<file path="src/rtl/unified_mem_arbiter.sv">
// rtl/unified_mem_arbiter.sv - single-port unified memory arbiter for IF fetch and MEM load/store
// Optional feature macro: ARB_PERF_CNT_EN (adds perf_clr, perf_if_wait, perf_d_wait)
module unified_mem_arbiter #(
  parameter int ADDR_W     = 32,
  parameter int DATA_W     = 32,
  parameter int MEM_LAT    = 2,
  parameter int STARVE_MAX = 4
) (
  input  logic              clk,
  input  logic              reset,
  // instruction fetch port
  input  logic              if_req,
  input  logic [ADDR_W-1:0] if_addr,
  output logic [DATA_W-1:0] if_rdata,
  output logic              if_valid,
  output logic              if_stall,
  // load/store port
  input  logic              d_req,
  input  logic              d_we,
  input  logic [ADDR_W-1:0] d_addr,
  input  logic [DATA_W-1:0] d_wdata,
  output logic [DATA_W-1:0] d_rdata,
  output logic              d_valid,
  output logic              d_stall,
  // memory side
  output logic              mem_en,
  output logic              mem_we,
  output logic [ADDR_W-1:0] mem_addr,
  output logic [DATA_W-1:0] mem_wdata,
`ifdef ARB_PERF_CNT_EN
  input  logic              perf_clr,
  output logic [31:0]       perf_if_wait,
  output logic [31:0]       perf_d_wait,
`endif
  input  logic [DATA_W-1:0] mem_rdata
);

  typedef enum logic [1:0] {IDLE, ISSUE, WAIT, DONE} state_t;
  typedef enum logic [1:0] {OWN_NONE, OWN_IF, OWN_D} owner_t;

  localparam logic [3:0] LAT_INIT   = 4'(MEM_LAT - 1);
  localparam logic [3:0] STARVE_TOP = 4'(STARVE_MAX);

  state_t     state;
  state_t     state_nxt;
  owner_t     owner;
  logic       lat_we;
  logic [3:0] lat_cnt;
  logic [3:0] starve_cnt;
  logic       if_elig;
  logic       d_elig;
  logic       grant_if;
  logic       grant_d;

  // A requester whose valid is high this cycle drops req on the next edge,
  // so it is not eligible now; this equals its stall term.
  assign if_stall = if_req && !if_valid;
  assign d_stall  = d_req && !d_valid;
  assign if_elig  = if_stall;
  assign d_elig   = d_stall;

  // State register
  always_ff @(posedge clk or negedge reset) begin
    if (!reset) begin
      state <= IDLE;
    end else begin
      state <= state_nxt;
    end
  end

  // Next-state and grant decision; data wins unless IF has been starved
  always_comb begin
    state_nxt = state;
    grant_if  = 1'b0;
    grant_d   = 1'b0;
    case (state)
      IDLE: begin
        if (if_elig && (!d_elig || (starve_cnt == STARVE_TOP))) begin
          grant_if  = 1'b1;
          state_nxt = ISSUE;
        end else if (d_elig) begin
          grant_d   = 1'b1;
          state_nxt = ISSUE;
        end
      end
      ISSUE:   state_nxt = lat_we ? DONE : WAIT;
      WAIT:    if (lat_cnt == 4'd0) state_nxt = DONE;
      DONE:    state_nxt = IDLE;
      default: state_nxt = IDLE;
    endcase
  end

  // Latch the winning request so later requester changes cannot disturb it
  always_ff @(posedge clk or negedge reset) begin
    if (!reset) begin
      owner     <= OWN_NONE;
      lat_we    <= 1'b0;
      mem_addr  <= '0;
      mem_wdata <= '0;
    end else if (grant_if) begin
      owner    <= OWN_IF;
      lat_we   <= 1'b0;
      mem_addr <= if_addr;
    end else if (grant_d) begin
      owner     <= OWN_D;
      lat_we    <= d_we;
      mem_addr  <= d_addr;
      mem_wdata <= d_wdata;
    end else if (state == DONE) begin
      owner <= OWN_NONE;
    end
  end

  // Access strobe: high only in the ISSUE cycle, so never back to back
  always_ff @(posedge clk or negedge reset) begin
    if (!reset) begin
      mem_en <= 1'b0;
      mem_we <= 1'b0;
    end else begin
      mem_en <= grant_if || grant_d;
      mem_we <= grant_d && d_we;
    end
  end

  // Read latency counter, loaded in ISSUE and counted down in WAIT
  always_ff @(posedge clk or negedge reset) begin
    if (!reset) begin
      lat_cnt <= 4'd0;
    end else if (state == ISSUE) begin
      lat_cnt <= LAT_INIT;
    end else if ((state == WAIT) && (lat_cnt != 4'd0)) begin
      lat_cnt <= lat_cnt - 4'd1;
    end
  end

  // Starvation counter: consecutive data grants that left a fetch waiting
  always_ff @(posedge clk or negedge reset) begin
    if (!reset) begin
      starve_cnt <= 4'd0;
    end else if (grant_if) begin
      starve_cnt <= 4'd0;
    end else if (grant_d) begin
      if (!if_req) begin
        starve_cnt <= 4'd0;
      end else if (starve_cnt != STARVE_TOP) begin
        starve_cnt <= starve_cnt + 4'd1;
      end
    end
  end

  // Read capture and completion pulses; a store acknowledges one cycle after DONE
  always_ff @(posedge clk or negedge reset) begin
    if (!reset) begin
      if_rdata <= '0;
      d_rdata  <= '0;
      if_valid <= 1'b0;
      d_valid  <= 1'b0;
    end else begin
      if_valid <= 1'b0;
      d_valid  <= 1'b0;
      if ((state == WAIT) && (lat_cnt == 4'd0)) begin
        if (owner == OWN_IF) begin
          if_rdata <= mem_rdata;
          if_valid <= 1'b1;
        end else if (owner == OWN_D) begin
          d_rdata <= mem_rdata;
          d_valid <= 1'b1;
        end
      end
      if ((state == DONE) && (owner == OWN_D) && lat_we) begin
        d_valid <= 1'b1;
      end
    end
  end

`ifdef ARB_PERF_CNT_EN
  // Stall-cycle counters, saturating; perf_clr beats increment
  always_ff @(posedge clk or negedge reset) begin
    if (!reset) begin
      perf_if_wait <= 32'd0;
      perf_d_wait  <= 32'd0;
    end else if (perf_clr) begin
      perf_if_wait <= 32'd0;
      perf_d_wait  <= 32'd0;
    end else begin
      if (if_stall && (perf_if_wait != 32'hFFFF_FFFF)) perf_if_wait <= perf_if_wait + 32'd1;
      if (d_stall && (perf_d_wait != 32'hFFFF_FFFF)) perf_d_wait <= perf_d_wait + 32'd1;
    end
  end
`endif

endmodule

</file>
<file path="config.mk">
export PLATFORM = sky130hd
export DESIGN_NAME = unified_mem_arbiter
export DESIGN_NICKNAME = d
export VERILOG_FILES = /design/src/rtl/unified_mem_arbiter.sv
export SDC_FILE = /design/constraint.sdc
export NUM_CORES = 1
export LEC_CHECK = 0
export BUFFER_PORTS_ARGS = -buffer_cell sky130_fd_sc_hd__buf_2
export CORE_AREA = 8 8 144 146
export DETAILED_ROUTE_END_ITERATION = 16
export DIE_AREA = 0 0 152 154
export HOLD_SLACK_MARGIN = 0.12
export SYNTH_ARGS = -nofsm -noshare
export SYNTH_HDL_FRONTEND = slang
export SYNTH_SLANG_ARGS = --single-unit
</file>
<file path="constraint.sdc">
create_clock -name clk -period 3.9 [get_ports clk]
set_input_delay 0.39 -clock clk [delete_from_list [all_inputs] [get_ports clk]]
set_output_delay 0.39 -clock clk [all_outputs]
set_load 0.02 [all_outputs]
</file>
* Word level (Yosys, flattened, before mapping)
Index checks and enable logic that the tools add are counted.
** Word-level totals
- Register bits :: 145
** Operators by class
- Bitwise operators :: 2
- Add/subtract/negate cells :: 2
- Equal/unequal tests :: 10
- Reductions and logical operators :: 24
- Muxes and demuxes :: 29
** Operators with widths (count)
- 32-bit two-way mux :: 2
- 4-bit two-way mux :: 6
- 1-bit two-way mux :: 14
- 2-bit two-way mux :: 6
- 1-bit logical AND :: 8
- 2-bit one-hot mux with 4 select lines :: 1
- 2-bit AND reduction :: 4
- 2-bit equality test (second input constant) :: 3
- 4-bit by 1-bit adder with 4-bit output (second input constant) :: 1
- 2-bit by 1-bit equality test with 1-bit output (second input constant) :: 2
- 4-bit by 3-bit equality test with 1-bit output (second input constant) :: 1
- 4-bit zero test :: 1
- 4-bit by 3-bit inequality test with 1-bit output (second input constant) :: 1
- 2-bit nonzero test :: 2
- 4-bit nonzero test :: 1
- 4-bit by 1-bit subtractor with 4-bit output (second input constant) :: 1
- 1-bit zero test :: 3
- 3-bit by 1-bit inequality test with 1-bit output (second input constant) :: 1
- 3-bit inequality test (second input constant) :: 1
- 3-bit AND reduction :: 1
- 3-bit nonzero test :: 1
- 2-bit zero test :: 1
- 1-bit logical OR :: 2
- 2-bit inequality test (second input constant) :: 1
- 1-bit inverter :: 2

* Logic depth before layout (Yosys ltp)
- Depth after elaboration :: 9
- Depth in mapped cells :: 7
- Depth with buffers taken out :: 5

* Least setup slack after synthesis
No wires, ideal clock.
- Path kind :: register to register
- Start point :: register state[0]
- End point :: register mem_wdata[10]
- Clock period less this slack :: 1.809 ns
- Data arrival time :: 1.684 ns
- Setup time :: 0.125 ns
- Path buffers :: 1
- Cell stages (with the launch flop) :: 7
- Path slack :: 2.091 ns
- Path through :: dfrtp_1 inv_1 ha_1 and3b_1 o21a_1 buf_2 mux2_2
** On the way
- Longest elaborated chain between the ends :: 4
- Elaborated cells between the ends (all ways) :: 5
- Those cells by class :: mux (2); bitwise (1); reduce/logical (2)
** Ends and longest elaborated chain
- start: declaration :: RTL line 44 : state_t state;
- start signal: assignment :: RTL line 67 : state <= state_nxt;
- 2-bit zero test (*) :: RTL line 76 : case (state)
- 1-bit two-way mux :: RTL line 76
- 1-bit inverter (no line)
- 2-bit AND reduction (no line) (*)
- end signal: assignment :: RTL line 108 : mem_wdata <= d_wdata;
- end: declaration :: RTL line 29 : output logic [DATA_W-1:0] mem_wdata,
Mark *: on every way between the ends. The rest lies on a longest branch, timed or not.
A chain may end at the register's enable or synchronous reset.

* Final worst setup path
- Start point :: register state[0]
- End point :: register if_rdata[8]
** On the way
- Longest elaborated chain between the ends :: 3
** Ends and longest elaborated chain
- 2-bit equality test :: RTL line 161 : if ((state == WAIT) && (lat_cnt == 4'd0)) begin
- 1-bit logical AND :: RTL line 161
- 2-bit AND reduction (no line)
- end signal: assignment :: RTL line 163 : if_rdata <= mem_rdata;
- end: declaration :: RTL line 14 : output logic [DATA_W-1:0] if_rdata,
Every way passes these cells.

==> metrics.csv <==
metric;value;unit
row cnt;50;
Worst setup EP type;register;
register area share after synthesis;0.572;
H-tree Lvls;4;
Post-Synth Adder-Cell Area;0.0138;
RD Place Congestion;0.752;
Final WS setup;1410;ps
Core ar.;18500;um^2
Routed WL per cell;16.6;um
drt via density;4.55;
GRT Util Overall;0.140;
DR DRC count;0;
Post-Syn Area;6340;um^2
final hold violations;0;
mux cell area share after synthesis;0.209;
static leakage;4.67;nW
CP arrival;2780;ps
worst-margin pin slew;929;ps
DP HPWL;12000;um
final core occ;0.458;
Starting DRT DRC Count;227;
Die Height;154;um
largest net degree at the start of global routing;92;
grt total ovfl;0;
required time worst endpoint;4190;ps
total of flip-flops plus latches after synthesis;145;
PD cells;883;nW/um^2
initial antenna violation count;0;
clk slew on worst S/H paths;70;ps
CTS tree;done;
final cell count without fillers;979;
Root Buffer;clkbuf_16;
r2r endpoint;if_rdata[8]$_DFFE_PN0P_;
hold crit path type;in2reg;
xor-xnor portion of the synthesized cell area;0.00138;
TritonCTS Buffers;17;
vias;4450;
Area Growth Syn to Fin;33.3;%
compound-gate portion of the synthesized area;0.0773;
Initial Util;0.344;
layout cells sized above 1;0.552;
RSZ-0062 raised after global routing;no;
Clock Path Buffers;2;
Synthesized Nets;602;
chip width;152;um
reg2reg start;state[0]$_DFFE_PN0P_;
R2R cell count;4;
# nets final;872;
Final TNS setup;0;ps
fin crit share;0.639;
Antenna diodes;0;
max-cap viol count;0;
vias in the first global route;4885;
drt total wl;16300;um
Final ANT Viol Nets;0;
die area;23400;um^2
first-pass detailed-route iteration total;6;
I/O pin count;267;
DP Worst Slack;1370;ps
skew final;9.99;ps
Max Freq;401;MHz
Critical Path Start;state[0]$_DFFE_PN0P_;
worst-skew pair later-pin latency;410;ps
PortBufs;266;
run status;complete, no violations;
Avg Cell Area, Syn;13.7;um^2
peak supply drop;370;uV
fin crit period;2490;ps
count of cell types in the netlist;41;
critical-path maximum fanout;33;
startpoint types;register;
Hold WS;205;ps
Max Slew Vio Count;0;
Clock Sinks;145;
largest family of logic cells by synthesized area;multiplexers;
placed cells;946;
flop2flop setup slack;1410;ps
YS warnings;0;
Post-Synth Simple-Gate Area;0.0351;
Max-Slew Margin vs Limit;0.380;
Worst setup endpoint;if_rdata[8]$_DFFE_PN0P_;
Crit Path Class;reg2reg;
global-route wire length before repair;26400;um
cell count after synthesis;462;
final count of negative-setup-slack endpoints;0;
[where the power goes]
part           leakage [nW]  internal (mW)  switching (mW)  total [mW]
Combinational          2.70           1.46            1.80        3.25
Clock                 0.266          0.903           0.660        1.56
Sequential             1.70           2.24           0.410        2.65
[repair_timing]
| action | CTS | global route |
|---|---|---|
| hold endpoints to repair | 84 | 0 |
| hold buffers | 1 | 0 |
| setup buffers | 0 | 0 |
| gates resized for setup | 0 | 0 |
| endpoints found under the setup margin | 0 | 0 |
[layout make-up]
class / instances / area (um^2)
multi-input cells: 186 / 2140
clock inverters: 14 / 130
flip-flops and latches: 145 / 3630
repair buffers: 271 / 1400
fillers: 1682 / 10000
inverters: 111 / 417
well taps: 234 / 293
clock buffers: 18 / 439
[placed cells by master, fill, tap and decap left out, types with 2 or more instances in the layout]
master	count
a22o_1	2
dfrtp_1	145
inv_1	111
nand2b_1	2
mux2_2	39
clkbuf_16	17
nand4b_4	2
clkinv_2	2
nand3_1	3
buf_12	2
nand2_1	3
buf_4	2
a31o_2	3
and3_1	2
a21oi_1	2
ha_1	7
mux2_4	59
inv_6	5
clkinvlp_4	5
nor2_1	2
o211ai_1	3
a222oi_1	32
nand4_1	2
and2_1	2
buf_2	265
a211oi_1	2
[worst min path at each step]
stage / start / endpoint / slack [ps] / depth (start not counted)
2_1_floorplan: reset / d_rdata[0]$_DFFE_PN0P_ / 90 / 0
3_3_place_gp: if_rdata[1]$_DFFE_PN0P_ / if_rdata[1]$_DFFE_PN0P_ / 480 / 1
3_5_place_dp: if_rdata[29]$_DFFE_PN0P_ / if_rdata[29]$_DFFE_PN0P_ / 490 / 1
4_1_cts: d_we / lat_we$_DFFE_PN0P_ / 180 / 2
5_1_grt: d_wdata[15] / mem_wdata[15]$_DFFE_PN0P_ / 190 / 2
6_report: d_we / lat_we$_DFFE_PN0P_ / 210 / 2
[metal layers]
metal	GRT usage	share of wire	up-vias
met5	0	0	-
met4	0.0505	0.015	0
met3	0.0443	0.060	15
met2	0.238	0.51	159
met1	0.163	0.42	2154
li1	-	-	2122
[critical path, stage by stage (launching register included)]
cell	delay (ps)
dfrtp_1	420
inv_1	120
ha_1	440
nand4b_4	780
mux2_4	570
[cells in the mapped netlist]
cell      number  area, um^2
dfrtp_1      145        3630
inv_1        111         417
mux2_4        59         886
mux2_2        39         439
a222oi_1      32         320
buf_6         10         113
buf_2          9        45.0
ha_1           7        87.6
a31o_2         3        26.3
nand2_1        3        11.3
nand3_1        3        15.0
o211ai_1       3        22.5
a211oi_1       2        15.0
a21oi_1        2        10.0
a22o_1         2        17.5
and2_1         2        12.5
and3_1         2        12.5
nand2b_1       2        12.5
nand4_1        2        12.5
nand4b_4       2        47.6
nor2_1         2        7.51
a211oi_2       1        12.5
a221oi_1       1        8.76
a22oi_1        1        7.51
a32oi_1        1        8.76
and3b_1        1        8.76
and4b_1        1        10.0
clkbuf_1       1        3.75
nand3b_4       1        20.0
nor2b_1        1        6.26
nor3_1         1        5.00
nor3b_1        1        7.51
nor3b_4        1        18.8
o21a_1         1        7.51
o21ai_0        1        5.00
o21ai_2        1        8.76
o221a_2        1        11.3
o221ai_1       1        8.76
or3_1          1        6.26
or3b_1         1        8.76
xor2_1         1        8.76
[registers in the layout, summed over array words and instances (netlist names)]
register    cells
owner           2
d_rdata        32
state           2
starve_cnt      4
mem_addr       32
mem_we          1
mem_en          1
if_valid        1
lat_we          1
mem_wdata      32
lat_cnt         4
if_rdata       32
d_valid         1
[kinds of logic after synthesis]
logic type / Yosys count
DFF: 145
buffers and inverters: 131
muxes: 98
AOI/OAI and AO/OA: 53
and+or+nand+nor: 27
adders and majority gates: 7
xor gates and xnor gates: 1
[through the flow]
| stage | power, mW | instance area (um^2) |
|---|---|---|
| finish | 7.47 | 8450 |
| global route | 7.93 | 8450 |
| CTS | 7.59 | 8450 |
| detailed placement | 5.98 | 7870 |
| global placement | 5.94 | 7870 |
| floorplan | 4.84 | 6340 |
No activity file was read; power rests on OpenSTA's default activity.
